$ cat src/rtl/router_port_sched.sv
// router_port_sched: four-input round-robin scheduler feeding per-target output FIFOs.
// Each granted packet gets one push strobe, then one pop strobe back to the granted input.
// If its target id is out of range, the packet is dropped instead: one pop plus an err pulse.
// All outputs are registered.
// Optional build macro ROUTER_PORT_SCHED_GRANT_CNT_EN adds output grant_cnt,
// which holds one 16-bit completed-grant counter per input port.
module router_port_sched #(
   parameter int pckg_sz = 40
) (
   input  logic                 clk,
   input  logic                 rst,
   input  logic [3:0]           pndng_i,
   input  logic [4*pckg_sz-1:0] data_out_i,
   input  logic [3:0]           full_i,
   output logic [1:0]           trn,
   output logic                 push_i,
   output logic                 pop_i,
   output logic [pckg_sz-1:0]   data_in_i,
   output logic                 busy,
   output logic                 err
`ifdef ROUTER_PORT_SCHED_GRANT_CNT_EN
   ,
   output logic [4*16-1:0]      grant_cnt
`endif
);

   typedef enum logic [2:0] {
      S_IDLE,
      S_PUSH,
      S_POP,
      S_WAIT,
      S_DROP
   } state_t;

   state_t               r_state;
   state_t               w_next;
   logic [1:0]           r_rr_ptr;
   logic                 w_found;
   logic [1:0]           w_win;
   logic [pckg_sz-1:0]   w_win_pkt;
   logic [7:0]           w_win_tgt;
   logic [1:0]           w_cur_sel;

   assign w_win_pkt = data_out_i[int'(w_win)*pckg_sz +: pckg_sz];
   assign w_win_tgt = w_win_pkt[pckg_sz-1 -: 8];
   assign w_cur_sel = data_in_i[pckg_sz-8 +: 2];

   // Round-robin search: first pending port at or after r_rr_ptr wins.
   always_comb begin
      w_found = 1'b0;
      w_win   = r_rr_ptr;
      for (int unsigned i = 0; i < 4; i++) begin
         if (!w_found && pndng_i[r_rr_ptr + 2'(i)]) begin
            w_found = 1'b1;
            w_win   = r_rr_ptr + 2'(i);
         end
      end
   end

   // Next-state logic; grant routing decided from the winner's target id.
   always_comb begin
      w_next = r_state;
      case (r_state)
         S_IDLE: begin
            if (w_found) begin
               if (|w_win_tgt[7:2])
                  w_next = S_DROP;
               else if (full_i[w_win_tgt[1:0]])
                  w_next = S_WAIT;
               else
                  w_next = S_PUSH;
            end
         end
         S_PUSH:  w_next = S_POP;
         S_POP:   w_next = S_IDLE;
         S_WAIT:  if (!full_i[w_cur_sel]) w_next = S_PUSH;
         S_DROP:  w_next = S_IDLE;
         default: w_next = S_IDLE;
      endcase
   end

   // State register.
   always_ff @(posedge clk) begin
      if (rst)
         r_state <= S_IDLE;
      else
         r_state <= w_next;
   end

   // Registered outputs decoded from the upcoming state, so strobes coincide with PUSH/POP/DROP.
   always_ff @(posedge clk) begin
      if (rst) begin
         r_rr_ptr  <= '0;
         trn       <= '0;
         data_in_i <= '0;
         push_i    <= 1'b0;
         pop_i     <= 1'b0;
         busy      <= 1'b0;
         err       <= 1'b0;
      end else begin
         push_i <= (w_next == S_PUSH);
         pop_i  <= (w_next == S_POP) || (w_next == S_DROP);
         err    <= (w_next == S_DROP);
         busy   <= (w_next != S_IDLE);
         if (r_state == S_IDLE && w_found) begin
            trn       <= w_win;
            data_in_i <= w_win_pkt;
         end
         if (r_state == S_POP || r_state == S_DROP)
            r_rr_ptr <= trn + 2'd1;
      end
   end

`ifdef ROUTER_PORT_SCHED_GRANT_CNT_EN
   logic [15:0] r_grant_cnt [4];

   // Count each completed grant (popped or dropped) against its input port.
   always_ff @(posedge clk) begin
      if (rst) begin
         for (int unsigned i = 0; i < 4; i++)
            r_grant_cnt[i] <= '0;
      end else if (r_state == S_POP || r_state == S_DROP) begin
         r_grant_cnt[trn] <= r_grant_cnt[trn] + 16'd1;
      end
   end

   // Flatten the counters onto the output bus, port p at bits [p*16 +: 16].
   always_comb begin
      grant_cnt = '0;
      for (int unsigned i = 0; i < 4; i++)
         grant_cnt[i*16 +: 16] = r_grant_cnt[i];
   end
`endif

endmodule

$ cat config.mk
export PLATFORM = sky130hd
export DESIGN_NAME = router_port_sched
export DESIGN_NICKNAME = d
export VERILOG_FILES = /design/src/rtl/router_port_sched.sv
export SDC_FILE = /design/constraint.sdc
export NUM_CORES = 1
export LEC_CHECK = 0
export BUFFER_PORTS_ARGS = -buffer_cell sky130_fd_sc_hd__buf_2
export CAP_MARGIN = 20
export CORE_MARGIN = 2
export CORE_UTILIZATION = 35
export CTS_BUF_LIST = sky130_fd_sc_hd__clkbuf_8
export DETAILED_ROUTE_END_ITERATION = 16
export PLACE_DENSITY_LB_ADDON = 0.12
export SLEW_MARGIN = 10
export SYNTH_ARGS = -nofsm -noshare
export SYNTH_HDL_FRONTEND = slang
export SYNTH_SLANG_ARGS = --single-unit
export TNS_END_PERCENT = 5
$ cat constraint.sdc
create_clock -name clk -period 3 [get_ports clk]
set_clock_uncertainty 0.2 [all_clocks]
set_input_delay 0 -clock clk [delete_from_list [all_inputs] [get_ports clk]]
set_output_delay 0 -clock clk [all_outputs]
set_load 0.005 [all_outputs]
# [Word-level counts from Yosys, hierarchy flattened]
# Cells that the tools add are included.
[totals] romBits=0 latchBits=0 ramBits=0 inputBits=170 elab_cells=63 n_memories=0 out_inout_bits=46 reg_bits=51
[op_classes] n_bitwise=0 mux=24 div=0 n_reduce_logical=12 n_lt_le_gt_ge=6 multipliers=1 shift=1 n_eq_ne=7 n_addsub=4
[op_table] op="160-bit by 9-bit variable part select with 40-bit output" n=1
[op_table] op="2-bit by 3-bit < comparator with 1-bit output (second input constant)" n=6
[op_table] op="1-bit binary-select mux with 2-bit select" n=6
[op_table] op="1-bit 2-to-1 mux" n=10
[op_table] op="3-bit by 2-bit equality test with 1-bit output (second input constant)" n=3
[op_table] op="3-bit 2-to-1 mux" n=3
[op_table] op="3-bit one-hot mux with 3 select lines" n=1
[op_table] op="2-bit 2-to-1 mux" n=4
[op_table] op="3-bit by 1-bit equality test with 1-bit output (second input constant)" n=2
[op_table] op="3-bit equality test (second input constant)" n=2
[op_table] op="6-bit OR reduction" n=1
[op_table] op="2-bit by 3-bit multiplier with 5-bit output (second input constant)" n=1
[op_table] op="2-bit by 1-bit adder with 2-bit output (second input constant)" n=2
[op_table] op="2-bit adder (second input constant)" n=2
[op_table] op="1-bit logical AND" n=4
[op_table] op="1-bit logical NOT" n=3
[op_table] op="3-bit logical NOT" n=1
[op_table] op="3-bit nonzero test" n=1
[op_table] op="1-bit logical OR" n=2

# [Longest topological paths before layout]
# Gate-level depths: netlist (run 1).
[logic_depth] ltp_word=22 ltp_mapped=11 mapped_depth_nobuf=8

# [Least setup slack after synthesis (run 1)]
# No wires, ideal clock.
[synth_path] path_type="flip-flop to flip-flop" start="register r_rr_ptr[0]" end="register push_i" setup_time_ns=0.117 path_buffers=1 period_less_slack_ns=2.116 path_stages_with_launch=10 arrival_time_ns=1.799 path_slack_ns=0.884 required_time_ns=2.683 cell_sequence="dfxtp_1 nor2b_1 o21ai_4 and3_1 buf_6 mux2i_1 a22oi_2 mux2i_1 mux2_2 o2bb2ai_1"
[synth_between] elab_chain_len=21 elab_cells_between_ends=34 cone_classes="add/sub (3); mul (1); eq/ne (1); shift (1); mux (21); reduce/logical (7)"
[synth_rtl] item="start: declaration" line_no="37" text="logic [1:0] r_rr_ptr;"
[synth_rtl] item="start signal: assignment" line_no="110" text="r_rr_ptr <= trn + 2'd1;"
[synth_rtl] item="branches (longest 18 deep; another with 2-bit by 3-bit multiplier with 5-bit output)"
[synth_rtl] item="3-bit 2-to-1 mux *" line_no="65" text="if (w_found) begin"
[synth_rtl] item="3-bit one-hot mux with 3 select lines *" line_no="63" text="case (r_state)"
[synth_rtl] item="3-bit by 1-bit equality test with 1-bit output *" line_no="101" text="push_i <= (w_next == S_PUSH);"
[synth_rtl] item="end signal: assignment" line_no="101"
[synth_rtl] item="end: declaration" line_no="16" text="output logic push_i,"
# Every way passes the cells marked *. The select of a mux whose other input is x is not followed.
# A chain may end at the register's enable or synchronous reset.

# [Worst setup path after layout (run 1)]
[layout_path] start="register r_rr_ptr[0]" end="register data_in_i[27]"
[layout_between] elab_chain_len=14 elab_cells_between_ends=27 cone_classes="add/sub (3); mul (1); shift (1); mux (15); reduce/logical (7)"
[layout_rtl] item="branches (longest 14 deep; another with 2-bit by 3-bit multiplier with 5-bit output)"
[layout_rtl] item="end signal: assignment" line_no="107" text="data_in_i <= w_win_pkt;"
[layout_rtl] item="end: declaration" line_no="18" text="output logic [pckg_sz-1:0] data_in_i,"
# Several ways; the timed one is not identified. The select of a mux whose other input is x is not followed.

==> impl_metrics.env, run 1 <==
export IMPL_maxSlewViolCount=0
export IMPL_syn_nets=680
export IMPL_wl_um=15300
export IMPL_hold_path_class="in -> reg"
export IMPL_io_buffers=215
export IMPL_async_flop_share_pct=0
export IMPL_end_kind="register"
export IMPL_peakVddDrop_mv=0.214
export IMPL_synth_seq_cells=51
export IMPL_design_core_area_um2=9150
export IMPL_cts_reportedPaths_clkPinSlew_ps=100
export IMPL_placed_area_um2=4380
export IMPL_clockRootBuffer="clkbuf_8"
export IMPL_start_util_pct=35.8
export IMPL_final_cell_area_um2=6010
export IMPL_h_tree_depth=2
export IMPL_ys_types=41
export IMPL_finalCritPeriodShare_pct=94.2
export IMPL_fin_crit_ps=2830
export IMPL_r2r_slack_ps=170
export IMPL_setup_violations=0
export IMPL_synth_flop_cell="dfxtp_1"
export IMPL_synth_area_um2=3280
export IMPL_grt_use_total_pct=28.6
export IMPL_finalWeightedCongestion=0.851
export IMPL_die_w_um=101
export IMPL_synth_enable_flop_cells=0
export IMPL_antenna_cells=0
export IMPL_clkSinkCount=51
export IMPL_hpwl_um=8830
export IMPL_power_leakage_nw=2.83
export IMPL_totalPowerFinal_mw=2.47
export IMPL_drtIter0Drc=237
export IMPL_cp_required_ps=3030
export IMPL_viasPerCell=5.25
export IMPL_antenna_found_initial=0
export IMPL_drtAntennaViolNets=0
export IMPL_grt_pass1_vias=5068
export IMPL_p_per_area_nw_per_um2=411
export IMPL_yosys_warnings=0
export IMPL_drive_gt1_share_pct=29.4
export IMPL_nets=1020
export IMPL_tightest_slew_ps=897
export IMPL_status="finished, final reports clean"
export IMPL_synth_area_leader_cell="dfxtp_1"
export IMPL_worst_ep_arrival_time_ps=2860
export IMPL_post_cts_repair_setup_buffers=0
export IMPL_cts_tree="built"
export IMPL_drc=0
export IMPL_hold_viol=0
export IMPL_grt_start_max_net_pins=49
export IMPL_critPathMaxFanout=19
export IMPL_synthTopCellsByCount="179 x nand2_1, 109 x a21oi_1, 51 x dfxtp_1, 33 x o21ai_1, 22 x clkbuf_1"
export IMPL_yosysSeqAreaShare_pct=31.1
export IMPL_start_kind="register"
export IMPL_vias=5051
export IMPL_wl_per_cell_um=15.9
export IMPL_die_y_um=101
export IMPL_maxClockFrequency_mhz=354
export IMPL_io_pins=216
export IMPL_relSlewSlack_pct=40.2
export IMPL_area_growth_pct=83.4
export IMPL_post_route_util_pct=65.7
export IMPL_avgSynthCellArea_um2=6.43
export IMPL_yosysMostFrequentCell="nand2_1"
export IMPL_synthTopCellsByArea="dfxtp_1 31%, nand2_1 20%, a21oi_1 17%"
export IMPL_grt_pass1_wl_um=23400
export IMPL_std_cell_rows=35
export IMPL_synth_top_cell_area_share_pct=31.1
export IMPL_dieArea_um2=10200
export IMPL_crit_type="reg -> reg"
export IMPL_synthCells=510
export IMPL_cap_violations=0
export IMPL_clk_latency_ps=300
export IMPL_cts_buffer_depth=2
export IMPL_numCtsBuffers=5
export IMPL_dr_pass1_iters=5
export IMPL_grt_ovfl_total=0
[final cells by class]
cell class | count | area (um2)
flip-flops and latches | 51 | 1020
multi-input cells | 402 | 2030
clock inverters | 2 | 16.3
fillers | 758 | 3140
well taps | 111 | 139
inverters | 14 | 52.6
clock buffers | 6 | 82.6
repair buffers | 376 | 2670
[per-layer routing]
layer / track usage, % / vias to the layer above / routed length [um] / share of wire (%)
li1: - / 2413 / - / -
met1: 31.4 / 2310 / 5860 / 38
met2: 52.5 / 280 / 7810 / 51
met3: 5.62 / 48 / 1140 / 7.4
met4: 13.5 / 0 / 499 / 3.3
met5: 0 / - / 0 / 0
[through the flow]
| step | setup slack, ps | setup TNS (ps) | hold slack, ps | cells |
|---|---|---|---|---|
| 6_report | 173 | 0 | 6.50 | 962 |
| 3_3_place_gp | 359 | 0 | 175 | 802 |
| 2_1_floorplan | 884 | 0 | 84.2 | 510 |
| 3_5_place_dp | 316 | 0 | 180 | 802 |
| 5_1_grt | -10.1 | -10.1 | 44.6 | 962 |
| 4_1_cts | 60.2 | 0 | 4.18 | 962 |
[kinds of logic after synthesis]
logic type / share of synthesized area (%)
buffers and inverters: 7.71
XOR/XNOR: 0.534
AO/OA/AOI/OAI: 29.1
AND/OR/NAND/NOR: 29.2
multiplexers: 2.25
flip-flops: 31.1
[cell usage in the layout (no fill, tap or decap), types with 2 or more instances in the layout]
cell type,Yosys,routed
nand4_1,13,13
o21ai_1,33,33
o21a_1,2,2
xnor2_1,2,2
a22oi_2,3,3
nor4_2,1,2
o211ai_2,2,2
nor2b_1,4,4
nor3b_1,2,2
nand3_1,9,8
dlygate4sd3_1,0,152
inv_1,14,14
dfxtp_1,51,51
mux2i_1,4,4
nand2_1,179,179
buf_4,1,8
o211ai_1,10,10
a21oi_1,109,109
clkbuf_8,0,6
buf_2,10,215
nor4_1,3,2
nor2_1,7,6
[repair_timing]
item | 4_1_cts | 5_1_grt
gates resized for setup | 0 | 3
setup endpoints to repair | 0 | 8
hold endpoints to repair | 40 | 0
hold buffers | 152 | 0
[critical path: stages, from the launching register on]
cell	delay [ps]
dfxtp_1	390
a211o_1	440
and3_4	440
buf_4	270
nand2_1	80
a21oi_1	130
dlygate4sd3_1	580
o21ai_1	80
a21oi_1	140
[state kept, by name, indices dropped and copies added (netlist names)]
register and count:
data_in_i 40, r_state 3, push_i 1, pop_i 1, busy 1, trn 2, r_rr_ptr 2, err 1
[report_power, final]
part | leakage (nW) | switching [mW] | total, mW | internal [mW]
Sequential | 0.421 | 0.0568 | 0.831 | 0.774
Combinational | 2.37 | 0.640 | 1.21 | 0.575
Clock | 0.0474 | 0.237 | 0.426 | 0.189
[final timing paths]
kind / from / endpoint / cells past startpoint
worst min-delay path: data_out_i[73] / data_in_i[33] / 6
worst max register to register: r_rr_ptr[0] / data_in_i[27] / 8
worst min register to register: data_in_i[25] / data_in_i[25] / 2
worst max-delay path: r_rr_ptr[0] / data_in_i[27] / 8
Note: power is estimated with default switching activity, not from simulation.
==> inputs of run 2 (changes only) <==
Settings changed: REMOVE_ABC_BUFFERS from default to 1.
==> run 2 against run 1 <==
Compared with the run above:
- via count down 1.5%
- cell count down 0.62%
- design area down 1.2%
- critical path type unchanged
- largest power group unchanged
==> impl_metrics.env, run 2 (synthesized netlist as in run 1, its figures left out) <==
export IMPL_n_fill_cell=794
export IMPL_regMostFlops="data_in_i"
export IMPL_p_int_mw=1.51
export IMPL_path_depth=8
export IMPL_nets=1014
export IMPL_hold_viol=0
export IMPL_pwr_share_clk_pct=17.8
export IMPL_dr_pass1_iters=5
export IMPL_final_cell_area_um2=5940
export IMPL_p_comb_share_pct=47.6
export IMPL_numCtsBuffers=5
export IMPL_drc=0
export IMPL_r2r_start="r_rr_ptr[0]"
export IMPL_largest_reg_flops=40
export IMPL_antenna_cells=0
export IMPL_wl_um=14500
export IMPL_wl_per_cell_um=15.1
export IMPL_io_pins=216
export IMPL_start_kind="register"
export IMPL_worst_path_buf_inv=0
export IMPL_tightest_slew_ps=877
export IMPL_drtAntennaViolNets=0
export IMPL_cap_violations=0
export IMPL_critPathMaxFanout=21
export IMPL_hpwl_um=8520
export IMPL_finalWeightedCongestion=0.871
export IMPL_grt_start_max_net_pins=47
export IMPL_clkSinkCount=51
export IMPL_whs_path_depth=5
export IMPL_peakVddDrop_mv=0.181
export IMPL_grt_pass1_vias=4925
export IMPL_fin_crit_ps=2720
export IMPL_vias=4977
export IMPL_status="finished, final reports clean"
export IMPL_clk_latency_ps=300
export IMPL_ff2ff_path_depth=8
export IMPL_final_common_cell="buf_2"
export IMPL_top_regs="data_in_i (40), r_state (3)"
export IMPL_io_buffers=215
export IMPL_crit_path_frequent_cell="mux2i_1"
export IMPL_start_util_pct=35.8
export IMPL_die_y_um=101
export IMPL_end_kind="register"
export IMPL_setup_violations=0
export IMPL_pwr_share_seq_pct=34.6
export IMPL_power_leakage_nw=2.80
export IMPL_maxSlewViolCount=0
export IMPL_rsz0062_at_grt="no"
export IMPL_post_cts_repair_setup_buffers=0
export IMPL_clockRootBuffer="clkbuf_8"
export IMPL_p_sw_share_pct=36.8
export IMPL_worst_ep_arrival_time_ps=2730
export IMPL_maxClockFrequency_mhz=367
export IMPL_tns_ps=0
export IMPL_cp_top_family="compound AO/OA/AOI/OAI gates"
export IMPL_viasPerCell=5.21
export IMPL_final_cell_mix="215 x buf_2, 179 x nand2_1, 144 x dlygate4sd3_1, 109 x a21oi_1, 51 x dfxtp_1"
export IMPL_crit_slowest_cell="and3_2"
export IMPL_crit_path_max_incr_delay_ps=550
export IMPL_grt_pass1_wl_um=22800
export IMPL_crit_start="r_rr_ptr[0]"
export IMPL_h_tree_depth=2
export IMPL_placed_area_um2=4400
export IMPL_crit_type="reg -> reg"
export IMPL_relSlewSlack_pct=41.6
export IMPL_cts_buffer_depth=2
export IMPL_dieArea_um2=10200
export IMPL_antenna_found_initial=0
export IMPL_holdCritStartpoint="data_out_i[77]"
export IMPL_cts_tree="built"
export IMPL_design_core_area_um2=9150
export IMPL_multi_input_area_um2=2030
export IMPL_cp_required_ps=3000
export IMPL_p_sw_mw=0.883
export IMPL_cts_reportedPaths_clkPinSlew_ps=90
export IMPL_area_growth_pct=81.1
export IMPL_grt_ovfl_total=0
export IMPL_p_per_area_nw_per_um2=404
export IMPL_std_cell_rows=35
export IMPL_final_seq_area_um2=1020
export IMPL_finalCritPeriodShare_pct=90.8
export IMPL_crit_chain="nor2b_1, o21ai_4, and3_2, mux2i_1, a22oi_2, mux2i_1, mux2_2, o2bb2ai_1"
export IMPL_drive_gt1_share_pct=29.7
export IMPL_drtIter0Drc=146
export IMPL_hold_path_class="in -> reg"
export IMPL_die_w_um=101
export IMPL_grt_use_total_pct=28.0
==> run 2: cell type report <==
| class | instances | area share (%) |
|---|---|---|
| clock buffers | 7 | 1.62 |
| repair buffers | 370 | 43.8 |
| clock inverters | 1 | 0.0632 |
| inverters | 14 | 0.885 |
| well taps | 111 | 2.34 |
| flip-flops and latches | 51 | 17.2 |
| multi-input cells | 402 | 34.1 |
==> run 2: worst min-delay path, stage by stage <==
cell,delay [ps]
buf_2,100
nand4_1,60
o211ai_1,120
nand3_1,120
a21oi_1,70
==> run 2: stage by stage <==
stage                     worst slack (ps)  utilization, %  power (mW)  cells  hold slack (ps)
after global placement                 492            48.0        1.78    804              189
after CTS                              300            64.9        2.39    956             1.09
after global routing                  76.1            64.9        2.57    956             8.69
final                                  277            64.9        2.40    956             8.68
after floorplan                      -1080               -        1.41    467             -131
after detailed placement               313            48.0        1.80    804              191
==> run 2: routing by layer <==
layer / up-vias / share of wire [%] / track usage (%) / wire length [um]
li1: 2399 / - / - / -
met1: 2180 / 38 / 32.1 / 5530
met2: 325 / 47 / 46.7 / 6870
met3: 73 / 9.3 / 7.35 / 1350
met4: 0 / 5.0 / 16.4 / 718
met5: - / 0 / 0 / 0
==> run 2: final timing paths <==
| check | end | slack [ps] |
|---|---|---|
| worst min register to register | data_in_i[23] | 260 |
| worst max-delay path | push_i | 280 |
| worst max register to register | push_i | 280 |
| worst min-delay path | data_in_i[37] | 9 |
==> run 2: power by group through the flow <==
stage	Combinational, mW	Clock [mW]	Sequential (mW)
after detailed placement	0.951	0	0.845
after global placement	0.942	0	0.840
final	1.14	0.428	0.828
after CTS	1.11	0.446	0.830
after global routing	1.26	0.470	0.842
after floorplan	0.556	0	0.849
==> run 2: repair_timing <==
action | in CTS | in global routing
resized for setup | 0 | 0
hold endpoints to repair | 38 | 0
hold buffers | 144 | 0
endpoints found under the setup margin | 0 | 0
